===== src/rtl/vga_timing_gen_if.sv =====
// Bundle between the VGA timing stage and its consumers: the pixel-advance strobe in,
// sync, blanking, coordinates and line/frame pulses out.
interface vga_timing_gen_if #(
    parameter int CW = 10
);
    logic          pixel_en;
    logic          hsync;
    logic          vsync;
    logic          video_on;
    logic [CW-1:0] pixel_x;
    logic [CW-1:0] pixel_y;
    logic          line_start;
    logic          frame_start;

    modport master (
        output pixel_en,
        input  hsync, vsync, video_on, pixel_x, pixel_y, line_start, frame_start
    );

    modport slave (
        input  pixel_en,
        output hsync, vsync, video_on, pixel_x, pixel_y, line_start, frame_start
    );
endinterface


===== src/rtl/vga_timing_gen.sv =====
// VGA sync/timing generator: advances one pixel per pixel_en strobe and registers
// coordinates, sync, blanking and start pulses together so they never skew.
module vga_timing_gen #(
    parameter int H_ACTIVE = 640,
    parameter int H_FP     = 16,
    parameter int H_SYNC   = 96,
    parameter int H_BP     = 48,
    parameter int V_ACTIVE = 480,
    parameter int V_FP     = 10,
    parameter int V_SYNC   = 2,
    parameter int V_BP     = 33,
    parameter bit HS_POL   = 1'b0,
    parameter bit VS_POL   = 1'b0,
    parameter int CW       = 10
) (
    input  logic             clock_in,
    input  logic             reset_n,
    vga_timing_gen_if.slave  vga
);

    localparam int H_TOTAL = H_ACTIVE + H_FP + H_SYNC + H_BP;
    localparam int V_TOTAL = V_ACTIVE + V_FP + V_SYNC + V_BP;
    localparam int HS_BEG  = H_ACTIVE + H_FP;
    localparam int HS_END  = H_ACTIVE + H_FP + H_SYNC;
    localparam int VS_BEG  = V_ACTIVE + V_FP;
    localparam int VS_END  = V_ACTIVE + V_FP + V_SYNC;

    localparam logic [CW-1:0] X_LAST = CW'(H_TOTAL - 1);
    localparam logic [CW-1:0] Y_LAST = CW'(V_TOTAL - 1);

    typedef enum logic {IDLE, RUN} state_t;

    // Output decode is a pure function of position, so it can be applied to the
    // next-position wires and registered on the same edge as the counters.
    function automatic logic hs_of(input logic [CW-1:0] x);
        return ((int'(x) >= HS_BEG) && (int'(x) < HS_END)) ? HS_POL : ~HS_POL;
    endfunction

    function automatic logic vs_of(input logic [CW-1:0] y);
        return ((int'(y) >= VS_BEG) && (int'(y) < VS_END)) ? VS_POL : ~VS_POL;
    endfunction

    function automatic logic von_of(input logic [CW-1:0] x, input logic [CW-1:0] y);
        return (int'(x) < H_ACTIVE) && (int'(y) < V_ACTIVE);
    endfunction

    state_t        r_state;
    logic [CW-1:0] r_x;
    logic [CW-1:0] r_y;
    logic          r_hs;
    logic          r_vs;
    logic          r_von;
    logic          r_ls;
    logic          r_fs;

    logic          w_x_wrap;
    logic [CW-1:0] w_x_nxt;
    logic [CW-1:0] w_y_nxt;

    assign w_x_wrap = (r_x == X_LAST);
    assign w_x_nxt  = w_x_wrap ? '0 : r_x + CW'(1);
    assign w_y_nxt  = w_x_wrap ? ((r_y == Y_LAST) ? '0 : r_y + CW'(1)) : r_y;

    always_ff @(posedge clock_in or negedge reset_n) begin
        if (!reset_n) begin
            r_state <= IDLE;
            r_x     <= '0;
            r_y     <= '0;
            r_hs    <= ~HS_POL;
            r_vs    <= ~VS_POL;
            r_von   <= 1'b0;
            r_ls    <= 1'b0;
            r_fs    <= 1'b0;
        end else begin
            // Pulses fall on every clock unless this strobe lands on x = 0.
            r_ls <= 1'b0;
            r_fs <= 1'b0;
            if (vga.pixel_en) begin
                case (r_state)
                    IDLE: begin
                        // First strobe presents (0,0) without advancing the counters.
                        r_state <= RUN;
                        r_x     <= '0;
                        r_y     <= '0;
                        r_hs    <= hs_of('0);
                        r_vs    <= vs_of('0);
                        r_von   <= von_of('0, '0);
                        r_ls    <= 1'b1;
                        r_fs    <= 1'b1;
                    end
                    RUN: begin
                        r_x   <= w_x_nxt;
                        r_y   <= w_y_nxt;
                        r_hs  <= hs_of(w_x_nxt);
                        r_vs  <= vs_of(w_y_nxt);
                        r_von <= von_of(w_x_nxt, w_y_nxt);
                        r_ls  <= (w_x_nxt == '0);
                        r_fs  <= (w_x_nxt == '0) && (w_y_nxt == '0);
                    end
                    default: r_state <= IDLE;
                endcase
            end
        end
    end

    assign vga.pixel_x     = r_x;
    assign vga.pixel_y     = r_y;
    assign vga.hsync       = r_hs;
    assign vga.vsync       = r_vs;
    assign vga.video_on    = r_von;
    assign vga.line_start  = r_ls;
    assign vga.frame_start = r_fs;

endmodule


===== src/flat_wrapper.sv =====
// flat-port wrapper written by rule: the top's interface ports become plain ports
module vga_timing_gen_flat 
#(
    parameter int H_ACTIVE = 640,
    parameter int H_FP     = 16,
    parameter int H_SYNC   = 96,
    parameter int H_BP     = 48,
    parameter int V_ACTIVE = 480,
    parameter int V_FP     = 10,
    parameter int V_SYNC   = 2,
    parameter int V_BP     = 33,
    parameter bit HS_POL   = 1'b0,
    parameter bit VS_POL   = 1'b0,
    parameter int CW       = 10
)
  (clock_in, reset_n, vga_pixel_en, vga_hsync, vga_vsync, vga_video_on, vga_pixel_x, vga_pixel_y, vga_line_start, vga_frame_start);
  vga_timing_gen_if #(.CW(CW)) vga_i ();
  input  logic clock_in;
  input  logic reset_n;
  input wire logic [$bits(vga_i.pixel_en)-1:0] vga_pixel_en;
  output wire logic [$bits(vga_i.hsync)-1:0] vga_hsync;
  output wire logic [$bits(vga_i.vsync)-1:0] vga_vsync;
  output wire logic [$bits(vga_i.video_on)-1:0] vga_video_on;
  output wire logic [$bits(vga_i.pixel_x)-1:0] vga_pixel_x;
  output wire logic [$bits(vga_i.pixel_y)-1:0] vga_pixel_y;
  output wire logic [$bits(vga_i.line_start)-1:0] vga_line_start;
  output wire logic [$bits(vga_i.frame_start)-1:0] vga_frame_start;
  assign vga_i.pixel_en = vga_pixel_en;
  assign vga_hsync = vga_i.hsync;
  assign vga_vsync = vga_i.vsync;
  assign vga_video_on = vga_i.video_on;
  assign vga_pixel_x = vga_i.pixel_x;
  assign vga_pixel_y = vga_i.pixel_y;
  assign vga_line_start = vga_i.line_start;
  assign vga_frame_start = vga_i.frame_start;
  vga_timing_gen #(.H_ACTIVE(H_ACTIVE), .H_FP(H_FP), .H_SYNC(H_SYNC), .H_BP(H_BP), .V_ACTIVE(V_ACTIVE), .V_FP(V_FP), .V_SYNC(V_SYNC), .V_BP(V_BP), .HS_POL(HS_POL), .VS_POL(VS_POL), .CW(CW)) u_core (.clock_in(clock_in), .reset_n(reset_n), .vga(vga_i));
endmodule

===== config.mk =====
export PLATFORM = sky130hd
export DESIGN_NAME = vga_timing_gen_flat
export DESIGN_NICKNAME = d
export VERILOG_FILES = /design/src/rtl/vga_timing_gen_if.sv /design/src/rtl/vga_timing_gen.sv /design/src/flat_wrapper.sv
export SDC_FILE = /design/constraint.sdc
export NUM_CORES = 1
export LEC_CHECK = 0
export ABC_AREA = 1
export BUFFER_PORTS_ARGS = -buffer_cell sky130_fd_sc_hd__buf_4
export CAP_MARGIN = 10
export CORE_MARGIN = 3
export CORE_UTILIZATION = 60
export CTS_CLUSTER_SIZE = 16
export DETAILED_ROUTE_END_ITERATION = 6
export GPL_ROUTABILITY_DRIVEN = 0
export PLACE_DENSITY = 0.91
export RECOVER_POWER = 25
export SLEW_MARGIN = 10
export SYNTH_ARGS = -nofsm -noshare
export SYNTH_HDL_FRONTEND = slang
export SYNTH_SLANG_ARGS = --single-unit

===== constraint.sdc =====
create_clock -name clock_in -period 4.71 [get_ports clock_in]
set_clock_uncertainty 0.15 [all_clocks]
set_input_delay 0.7065 -clock clock_in [delete_from_list [all_inputs] [get_ports clock_in]]
set_output_delay 0.7065 -clock clock_in [all_outputs]
set_load 0.005 [all_outputs]

==> results of run 1 <==
==> worst max-delay path, cell delays in order (launching register included) <==
cell and delay, ns:
sky130_fd_sc_hd__dfrtp_1 0.52, sky130_fd_sc_hd__ha_1 0.23, sky130_fd_sc_hd__nand2_2 0.11, sky130_fd_sc_hd__nor2_4 0.21, sky130_fd_sc_hd__nand3_4 0.20, sky130_fd_sc_hd__clkinv_2 0.22
sky130_fd_sc_hd__nand2_1 0.08, sky130_fd_sc_hd__nand2_1 0.10, sky130_fd_sc_hd__nand2_1 0.07, sky130_fd_sc_hd__nor2_1 0.11, sky130_fd_sc_hd__nand3_1 0.10, sky130_fd_sc_hd__a21oi_2 0.12
==> metrics by stage <==
step,instances,area [um2],total power [mW]
6_report,311,1970,0.727
5_1_grt,311,1970,0.780
4_1_cts,311,1980,0.727
3_5_place_dp,307,1940,0.611
3_3_place_gp,307,1940,0.604
2_1_floorplan,256,1740,0.492
==> Yosys cell counts <==
| cell type | n | area, um2 |
|---|---|---|
| sky130_fd_sc_hd__a21oi_2 | 1 | 8.76 |
| sky130_fd_sc_hd__clkinv_2 | 1 | 5.00 |
| sky130_fd_sc_hd__or2_2 | 1 | 6.26 |
| sky130_fd_sc_hd__nand3_2 | 1 | 10.0 |
| sky130_fd_sc_hd__nand3b_1 | 2 | 15.0 |
| sky130_fd_sc_hd__nor2_1 | 29 | 109 |
| sky130_fd_sc_hd__nor2_4 | 1 | 11.3 |
| sky130_fd_sc_hd__a21oi_1 | 2 | 10.0 |
| sky130_fd_sc_hd__buf_6 | 2 | 22.5 |
| sky130_fd_sc_hd__nand3_1 | 20 | 100 |
| sky130_fd_sc_hd__nor3_1 | 2 | 10.0 |
| sky130_fd_sc_hd__dfrtp_1 | 24 | 601 |
| sky130_fd_sc_hd__nand2_2 | 7 | 43.8 |
| sky130_fd_sc_hd__nand3_4 | 1 | 17.5 |
| sky130_fd_sc_hd__o31ai_1 | 1 | 7.51 |
| sky130_fd_sc_hd__xor2_1 | 1 | 8.76 |
| sky130_fd_sc_hd__nand4_1 | 8 | 50.1 |
| sky130_fd_sc_hd__nor2_2 | 1 | 6.26 |
| sky130_fd_sc_hd__a22o_1 | 1 | 8.76 |
| sky130_fd_sc_hd__clkbuf_1 | 4 | 15.0 |
| sky130_fd_sc_hd__dfstp_2 | 2 | 52.6 |
| sky130_fd_sc_hd__o21ai_0 | 5 | 25.0 |
| sky130_fd_sc_hd__a31oi_1 | 2 | 12.5 |
| sky130_fd_sc_hd__o22ai_1 | 16 | 100 |
| sky130_fd_sc_hd__nand2_1 | 83 | 312 |
| sky130_fd_sc_hd__ha_1 | 3 | 37.5 |
| sky130_fd_sc_hd__inv_1 | 35 | 131 |
==> cells in the final DEF (no fill, tap or decap), drive strengths merged <==
cell type and n:
dfrtp 24, nand2 90, nand3b 2, clkinv 1
ha 3, a31oi 2, nor3 2, buf 26
dfstp 2, nand3 22, o22ai 16, nor2 31
nand4 8, inv 35, clkbuf 5, xor2 1
a21oi 3, o21ai 5, or2 1, o31ai 1
a22o 1
==> cell type report <==
cell class,count,share of cell area
inverter,36,0.0692
tap,30,0.0190
multi-input combinational,188,0.461
sequential,26,0.331
timing repair buffer,27,0.101
clock buffer,4,0.0184
==> state kept, by name, indices dropped and copies added, names as in the netlist <==
name                    count
u_core.vga.pixel_x         10
u_core.vga.pixel_y         10
u_core.r_state              1
u_core.vga.frame_start      1
u_core.vga.hsync            1
u_core.vga.line_start       1
u_core.vga.video_on         1
u_core.vga.vsync            1
==> power breakdown <==
part | internal (mW) | switching [mW] | total, mW
clock network | 0.0475 | 0.0692 | 0.117
logic | 0.124 | 0.160 | 0.284
registers | 0.265 | 0.0614 | 0.326
==> worst paths after layout <==
check                                           start  slack (ns)                endpoint
worst max-delay path            u_core.vga.pixel_x[0]        2.42  u_core.vga.frame_start
worst min-delay path                 u_core.vga.vsync        0.36        u_core.vga.vsync
worst max register to register  u_core.vga.pixel_x[0]        2.42  u_core.vga.frame_start
worst min register to register       u_core.vga.vsync        0.36        u_core.vga.vsync
max in group asynchronous                     reset_n        3.11   u_core.vga.pixel_y[6]
min in group asynchronous                     reset_n        0.50   u_core.vga.pixel_x[3]
==> cells by family after synthesis <==
| family | after synthesis | synth area share |
|---|---|---|
| simple gates | 156 | 0.398 |
| buf+inv | 42 | 0.100 |
| compound gates | 28 | 0.0994 |
| flops | 26 | 0.376 |
| fa+ha+maj | 3 | 0.0216 |
| xor+xnor | 1 | 0.00504 |
==> routing by layer <==
layer  global-route usage  vias up  share of wire
li1                     -      881              -
met1                0.370      793           0.43
met2                0.386      101           0.45
met3               0.0410       10           0.10
met4                0.139        0          0.024
met5                    0        -              0
==> results.md, run 1 <==
Final layout:
- Counting the fill cells in the layout gives 212.
- The share of post-route cells with drive strength above 1 is 0.164.
- The number of nets in the layout is 288.
- The area growth from synthesis to layout is 13.5%.
- The repair_antennas step left the layout with diodes totalling 0.
- Summing all multi-input logic gate instances after layout gives 910 um2.
- The end-of-flow core utilization is 0.755.
- Registers take 653 um2.

Floorplan:
- The effective utilization at floorplan is 0.665.
- The floorplan has 18 rows.
- 28 I/O pins were placed.
- In this run the standard cell core region covers 0.00261 mm2.
- The vertical die dimension is 59.8 um.
- The die is 59.8 um wide.
- The floorplan step defined a die boundary enclosing 0.00358 mm2.

Pwr:
- Summed over all cells, the static leakage comes to 1.05 nW.
- Dividing total power by cell area gives a power density of 368 mW/mm2.
- The largest vdd supply drop is 0.350 mV.

Place:
- Before CTS, the worst setup slack after placement is 2.51 ns.
- The post-detailed-placement half-perimeter wirelength is 3240 um.
- Buffers placed on the I/O ports in this run total 27.

CTS:
- Counting every sink on the clock net gives 26.
- The CTS tree is yes.
- The later-pin clock latency in the skew report is 0.34 ns.
- The longest clock path from root to sink contains 2 buffers.
- The clock buffer count from CTS is 3.
- The number of buffers inserted by hold repair at cts is 0.
- The root buffer selected by CTS is sky130_fd_sc_hd__clkbuf_4.
- The number of gates resized after CTS was 0.
- The level count of the clock H-tree is 1.
- The number of setup buffers added after CTS is 0.
- Clock-pin slew was measured on the worst setup and hold paths at 0.13 ns.

Critical path:
- The kind of capture point of the worst setup path is a flip-flop.
- Data arrives at the worst endpoint at 2.41 ns.
- The kind of critical path is reg -> reg.
- The sort of element at the start of the critical path is a flip-flop.
- The data required time at the worst endpoint is 4.83 ns.
- The biggest fanout along the worst timing path is 13.
- The worst reg2reg path depth is 11.

Run:
- The max-capacitance violation count is 0.

Timing:
- The achievable clock frequency is 437 MHz.
- The relative slew slack is 0.0845.
- After routing, the total negative slack on setup checks comes to 0 ns.
- At the pin with the least slew margin, the transition time is 1.37 ns.
- The shortest period the worst path allows is 2.29 ns.
- Setup violations remaining at the end of the flow were counted as 0.
- The worst slack on hold paths is 0.359 ns.
- The number of slew-limit violations in the final report came to 0.
- The ratio of final minimum period to clock period is 0.486.
- The worst path meets setup with 2.42 ns of slack.
- The final number of hold-violating endpoints was 0.
- Setup repair after global routing left no endpoint under its margin.

Synthesis:
- Counting distinct cell types in the post-synthesis netlist gives 27.
- The share of synthesized area occupied by flip-flops and latches is 0.376.
- For this run, the number of Yosys warnings is 0.
- The average instance in the mapped netlist occupies 6.78 um2.
- The cell area that synthesis handed to floorplanning was 0.00174 mm2.
- The synthesis-stage register bit count is 26.
- The number of nets handed over by synthesis was 262.
- After technology mapping, the gate count stands at 256.

Detailed routing:
- The routed wire length is 4340 um.
- The final routed wire length divided by cell count is 13.9 um.
- The routed layout has 1785 vias.
- The detail route stage leaves a number of antenna-violating nets equal to 0.
- The post-detailed-route DRC marker count is 0.
- The iteration-0 DRC count of the detailed router is 119.
- After detailed routing, the number of vias per cell comes to 5.74.
- The detailed-router iteration count before antenna repair is 4.

Min path:
- The worst hold path was traced through 2 stages.
- The path class of the lowest-slack min-delay path is reg -> reg.

Global routing:
- The largest net degree at the start of global routing is 27.
- The initial antenna violation count came to 0.
- The wire length of the first global-routing pass is 7020 um.
- The via count of the first global-routing pass is 1590.
- In the global route stage, overall resource usage came out at 0.263.
- After global routing the overflow that remains totals 0.

Status:
- The run finished with clean final reports.
Power figures use the tool's default switching activity.
==> inputs of run 2 (changes only) <==
CORE_UTILIZATION = 51   (was 60)
PLACE_DENSITY = 0.83   (was 0.91)
clock period = 2.1 ns   (was 4.71 ns; I/O delays follow)
==> run 2 against run 1 <==
Net effect: total power is 130% higher; sequential share of layout area is 1.4 points lower; final cell count grew 6.8%; sequential power rose by 120%; final area increased by 4.8%.
==> results.md, run 2 (same netlist as run 1, synthesis figures left out) <==
Status:
- The flow ran to the end, and the final reports show no timing, DRC or antenna violations.

Timing:
- The final number of hold-violating endpoints is 0.
- The ratio of final minimum period to clock period is 0.952.
- The number of slew-limit violations in the final report was 0.
- Counting I/O delays and the setup requirement, the final critical path takes 2.00 ns.
- Setup violations remaining at the end of the flow were counted as 0.
- Hold timing on the final database bottoms out at a slack of 0.194 ns.
- Measured against its own limit, the worst slew margin works out to 0.568.
- The slew at the pin closest to its max-slew limit is 0.647 ns.
- The total negative slack for setup checks is 0 ns.
- The setup slack after layout is 0.101 ns.
- The achievable clock frequency is 500 MHz.

Floorplan:
- The width of the chip is 64.4 um.
- The floorplan step defined a die boundary enclosing 0.00414 mm2.
- The site row count is 20.
- In this run the vertical extent of the chip is 64.4 um.
- The initial utilization of the core area, before any placement, comes to 0.551.
- The core footprint is 0.00315 mm2.
- The number of top-level pins is 28.

Critical path:
- The kind of critical path is reg -> reg.
- The worst reg2reg path startpoint is u_core.vga.pixel_x[0].
- The biggest fanout along the worst timing path is 7.
- STA classifies the critical path endpoint as a flip-flop.
- The worst reg2reg path depth is 10.
- The start point of the critical path is u_core.vga.pixel_x[0].
- Data on the critical path is required at its endpoint by 2.17 ns.
- The sort of element at the start of the critical path is a flip-flop.
- The arrival time reported for the critical path endpoint is 2.06 ns.

Global routing:
- The initial antenna violation count came to 0.
- Summed over all layers, the global routing overflow is 0.
- The first global-routing pass estimated 7420 um of wire.
- Entering global routing, the biggest net connects 27 pins.
- The global-route usage over all layers is 0.225.
- The via count of the first global-routing pass is 1580.

Final layout:
- In the layout the commonest cells are sky130_fd_sc_hd__nand2_1, sky130_fd_sc_hd__inv_1, sky130_fd_sc_hd__buf_4.
- For this run, the number of standard cells in the final layout without fillers is 332.
- The most common cell after layout, fill and taps aside is sky130_fd_sc_hd__nand2_1.
- At the end of the flow the core is filled with cells to 0.655.
- Of the cells placed in the final design, the portion with a size suffix greater than 1 is 0.198.
- The final layout contains 295 nets.
- The number of antenna diodes in the final layout is 0.
- After routing the design area is 0.00207 mm2.
- The area growth from synthesis to layout is 18.9%.

Pwr:
- Dividing total power by cell area gives a power density of 820 mW/mm2.
- The total power after layout is 1.69 mW.
- Summed over all cells, the static leakage comes to 1.08 nW.
- The largest vdd supply drop is 0.550 mV.

CTS:
- The clock transition at the registers of the reported paths is 0.15 ns.
- CTS saw 26 sinks.
- The clock buffer count from CTS is 3.
- The root buffer selected by CTS is sky130_fd_sc_hd__clkbuf_4.
- The CTS tree is yes.
- The longest clock path from root to sink contains 2 buffers.
- The level count of the clock H-tree is 1.
- The later-pin clock latency in the skew report is 0.33 ns.

Detailed routing:
- The first detailed-routing pass ran for 5 iterations.
- The routed wire length is 4530 um.
- After the first detailed-routing iteration, the DRC count stood at 169.
- Dividing the detail-routed via count by the number of cells gives 5.48.
- The number of vias in the routed layout is 1818.
- The count of nets left with antenna violations after detail routing is 0.
- For this run, design rule violations remaining after detail routing come to 0.
- The final routed wire length divided by cell count is 13.6 um.

Place:
- The number of I/O port buffers is 27.
- The pre-CTS setup slack is 0.137 ns.
- The count of placed standard cells including taps is 325.
- Once placement finished, the instance area stood at 0.00199 mm2.
- After legalization and detailed placement, the total HPWL measured 3320 um.

Run:
- Across the run, the number of max-cap violations was 0.

Min path:
- The startpoint of the lowest-slack hold path is vga_pixel_en.
- The instance count along the most critical hold path is 3.
- The worst hold path belongs to the class in -> reg.
## run 2: changes by cell type in the layout (fill, tap and decap cells not counted), sizes merged
cell and delta:
buf +5, clkinv -1, dlygate4sd3 +1, inv +1, nand3 +1
## run 2: worst paths after layout
| check | end | slack, ns |
|---|---|---|
| max reg2reg | u_core.vga.frame_start | 0.10 |
| max in group asynchronous | u_core.vga.pixel_y[0] | 0.98 |
| max | u_core.vga.frame_start | 0.10 |
| min | u_core.vga.hsync | 0.19 |
| min in group asynchronous | u_core.vga.pixel_x[7] | 0.37 |
| min reg2reg | u_core.vga.vsync | 0.35 |
## run 2: layout make-up
type / count / area, um2
Clock buffer: 4 / 36.3
Multi-Input combinational cell: 189 / 932
Fill cell: 289 / 1090
Inverter: 36 / 140
Timing Repair Buffer: 33 / 248
Tap cell: 44 / 55.1
Sequential cell: 26 / 654
## run 2: timing repair
action / CTS / global route
hold endpoints to repair: 25 / 0
setup buffers: 0 / 1
gates resized for setup: 0 / 7
hold buffers: 1 / 0
endpoints found under the setup margin: 0 / 4
## run 2: metal layers
| metal | wire length, um | up-vias | global-route usage |
|---|---|---|---|
| li1 | - | 898 | - |
| met1 | 2070 | 800 | 0.347 |
| met2 | 1980 | 113 | 0.330 |
| met3 | 435 | 7 | 0.0316 |
| met4 | 53 | 0 | 0.0554 |
| met5 | 0 | - | 0 |
## run 2: power breakdown
group / leakage (nW) / internal, mW / total (mW) / switching, mW
sequential: 0.331 / 0.594 / 0.717 / 0.122
combinational: 0.727 / 0.317 / 0.722 / 0.404
clock: 0.0210 / 0.106 / 0.256 / 0.150
total: 1.08 / 1.02 / 1.69 / 0.677
## run 2: worst max-delay path: stages, from the launching register on
cell	delay (ns)
sky130_fd_sc_hd__dfrtp_1	0.38
sky130_fd_sc_hd__ha_1	0.19
sky130_fd_sc_hd__nand2_2	0.10
sky130_fd_sc_hd__nor2_4	0.19
sky130_fd_sc_hd__nand3_4	0.16
sky130_fd_sc_hd__o21ai_0	0.28
sky130_fd_sc_hd__nand2_1	0.15
sky130_fd_sc_hd__nand2_1	0.09
sky130_fd_sc_hd__nor2_1	0.04
sky130_fd_sc_hd__nand3_1	0.09
sky130_fd_sc_hd__a21oi_2	0.05
==> inputs of run 3 (changes only) <==
==> constraint.sdc (replaced) <==
create_clock -name clock_in -period 2.1 [get_ports clock_in]
set_clock_uncertainty 0.15 [all_clocks]
set_input_delay 0.105 -clock clock_in [delete_from_list [all_inputs] [get_ports clock_in]]
set_output_delay 0.105 -clock clock_in [all_outputs]
set_load 0.005 [all_outputs]
==> run 3 against run 2 <==
Net effect: critical path depth is 1 higher; count of clock-buffer cells in the layout is 1 lower; first-iteration DRC count stayed put; routed wire length is 2.1% lower; critical path type unchanged; maximum frequency is 0.15% higher; non-clock buffer count is 3 higher; flip-flop and latch count stayed put; core utilization is 1.8 points higher.
==> results.md, run 3 (same netlist as run 1, synthesis figures left out) <==
Status:
- The flow ran to the end, and the final reports show no timing, DRC or antenna violations.

CTS:
- The clock net in this run drives a total of 26 sinks.
- In this run the deepest clock path goes through 2 buffers.
- The later-pin clock latency in the skew report is 0.32 ns.
- TritonCTS built the clock tree.
- CTS built an H-tree with a depth of 1.
- The tree is rooted in a sky130_fd_sc_hd__clkbuf_4.
- The clock transition at the registers of the reported paths is 0.14 ns.
- The clock buffer count from CTS is 3.

Critical path:
- The kind of capture point of the worst setup path is a flip-flop.
- The sort of element at the start of the critical path is a flip-flop.
- In this run the worst path has a maximum fanout of 8.
- The standard cell with the maximum stage delay on the critical path is sky130_fd_sc_hd__dfrtp_1.
- The worst reg2reg path depth is 11.
- The largest single stage delay on the critical path is 0.44 ns.
- The setup path with the least slack is of type reg -> reg.
- The worst register-to-register path begins at u_core.vga.pixel_x[7].
- For the worst setup path, the data required time is 2.20 ns.
- STA puts the critical path data arrival time at 2.10 ns.
- Walking the worst path, the cells encountered are inv_1 -> nand2_1 -> nor2_2 -> nand3_4 -> clkinv_2 -> nand2_1 -> nand2_1 -> nand2_1 -> nor2_1 -> nand3_1 -> a21oi_2.
- The minimum setup slack among reg-to-reg paths is 0.10 ns.
- The destination of the worst register-to-register timing path is u_core.vga.frame_start.
- The most frequent cell on the critical path is sky130_fd_sc_hd__nand2_1.

Floorplan:
- The effective utilization at floorplan is 0.551.
- The floorplan step defined a die boundary enclosing 0.00414 mm2.
- After floorplanning, the core was sized to cover 0.00315 mm2.
- The vertical die dimension is 64.4 um.
- The site row count is 20.
- The number of top-level pins is 28.
- The width of the chip is 64.4 um.

Global routing:
- The wire length of the first global-routing pass is 7130 um.
- The initial antenna violation count is 0.
- The total overflow reported by the global router is 0.
- The most used routing layer is met2.
- The met3 routing resource usage after global routing is 0.0176.
- The via count of the first global-routing pass is 1596.
- The largest net degree at the start of global routing is 27.
- The global-route usage over all layers is 0.214.
- For met1 alone, demand over resource in global routing was 0.316.
- For this run, global-route usage on met2 was measured as 0.343.

Detailed routing:
- In this run the remaining antenna-violating nets after routing total 0.
- Using the TritonRoute via totals, the vias-per-cell ratio works out to 5.54.
- Dividing the detail-routed wire length by the instance count gives 13.2 um.
- For this block, the via count after detailed routing is 1861.
- The first detailed-routing pass took 7 iterations.
- After the first detailed-routing iteration, the DRC count stood at 169.
- In the routed design, unresolved DRC markers number 0.
- Summed over all layers, the routed wires come to 4440 um.

Timing:
- The final number of hold-violating endpoints came to 0.
- Counting I/O delays and the setup requirement, the final critical path takes 2.00 ns.
- The worst slack on hold paths is 0.352 ns.
- For this run, the top clock speed supported by timing is 501 MHz.
- The number of slew-limit violations in the final report is 0.
- Setup repair after global routing could not meet its margin everywhere.
- The final setup violation count is 0.
- For the pin with the worst max-slew slack, the measured transition is 1.32 ns.
- The ratio of final minimum period to clock period is 0.951.
- The relative slew slack is 0.122.

Final layout:
- Compared with the post-synthesis result, the final layout area differs by 22.3%.
- The filler cells instantiated in the layout total 289.
- The number of antenna diodes in the final layout is 0.
- Leaving out fill and tap cells, the most frequent cell in the layout is sky130_fd_sc_hd__nand2_1.
- At the end of the flow the core is filled with cells to 0.673.
- Leaving out fill and tap cells, the most frequent cells in the layout are sky130_fd_sc_hd__nand2_1, sky130_fd_sc_hd__inv_1, sky130_fd_sc_hd__buf_4.
- The number of nets in the layout is 299.
- The share of post-route cells with drive strength above 1 is 0.212.

Min path:
- The worst hold path terminates at u_core.vga.vsync.
- The instance count along the most critical hold path is 2.
- The path class of the lowest-slack min-delay path is reg -> reg.
- The startpoint of the lowest-slack hold path is u_core.vga.vsync.

Pwr:
- The total power after layout is 1.78 mW.
- The leakage component of the power is 1.10 nW.
- Across the VDD grid, the largest voltage drop is 0.503 mV.
- The power density normalized to cell area is 836 mW/mm2.

Place:
- The post-detailed-placement half-perimeter wirelength is 3280 um.
- The number of I/O port buffers is 27.

Run:
- The tool flagged a number of max-cap violations equal to 0.
run 3: cell types whose count changed in the layout (fill, tap and decap cells not counted), sizes merged:
cell / previous run / this run
buf: 31 / 33
bufinv: 0 / 1
clkbuf: 5 / 4
clkinv: 0 / 2
dlygate4sd3: 1 / 2
inv: 36 / 35
run 3: repair_timing:
action / in CTS / in global routing
endpoints found under the hold margin: 28 / 0
resized for setup: 0 / 12
hold buffers: 2 / 0
buffers inserted: 0 / 2
setup endpoints to repair: 0 / 4
run 3: stage by stage:
stage	cell area, um2	std cells	TNS [ns]	setup slack [ns]
after floorplan	1740	256	0	0.239
after global placement	1990	326	0	0.149
after CTS	2070	332	0	0.0569
after detailed placement	1990	326	0	0.120
final	2120	336	0	0.104
after global routing	2120	336	-0.0381	-0.0368
run 3: area by class of cell:
class,count,area (um2),area share
timing repair inverter,1,5.00,0.00236
clock inverter,1,30.0,0.0141
clock buffer,3,22.5,0.0106
tap,44,55.1,0.0259
inverter,36,140,0.0660
multi-input combinational,189,945,0.445
timing repair buffer,36,272,0.128
sequential,26,654,0.308
run 3: critical path: cells and delay by family (launching register included):
family                 cells  cell delay [ns]
AOI/OAI and AO/OA          1             0.11
DFF                        1             0.44
and+or+nand+nor            8             0.94
buffers and inverters      2             0.27
run 3: how the worst max path moves through the flow:
stage	start	end	slack, ns	cells after the start
global placement	u_core.vga.pixel_x[7]	u_core.vga.frame_start	0.15	11
detailed placement	u_core.vga.pixel_x[7]	u_core.vga.frame_start	0.12	11
CTS	u_core.vga.pixel_x[7]	u_core.vga.frame_start	0.06	11
finish	u_core.vga.pixel_x[7]	u_core.vga.frame_start	0.10	11
floorplan	u_core.vga.pixel_x[0]	u_core.vga.frame_start	0.24	12
global route	u_core.vga.pixel_x[7]	u_core.vga.frame_start	-0.04	11
run 3: power by group:
part           total (mW)  internal, mW  switching (mW)
combinational       0.727         0.319           0.407
sequential          0.714         0.594           0.120
clock               0.335         0.193           0.142
run 3: routing by layer:
metal,share of wire,vias up
met5,0,-
met3,0.081,6
met4,0.0070,0
met1,0.45,845
li1,-,905
met2,0.46,105
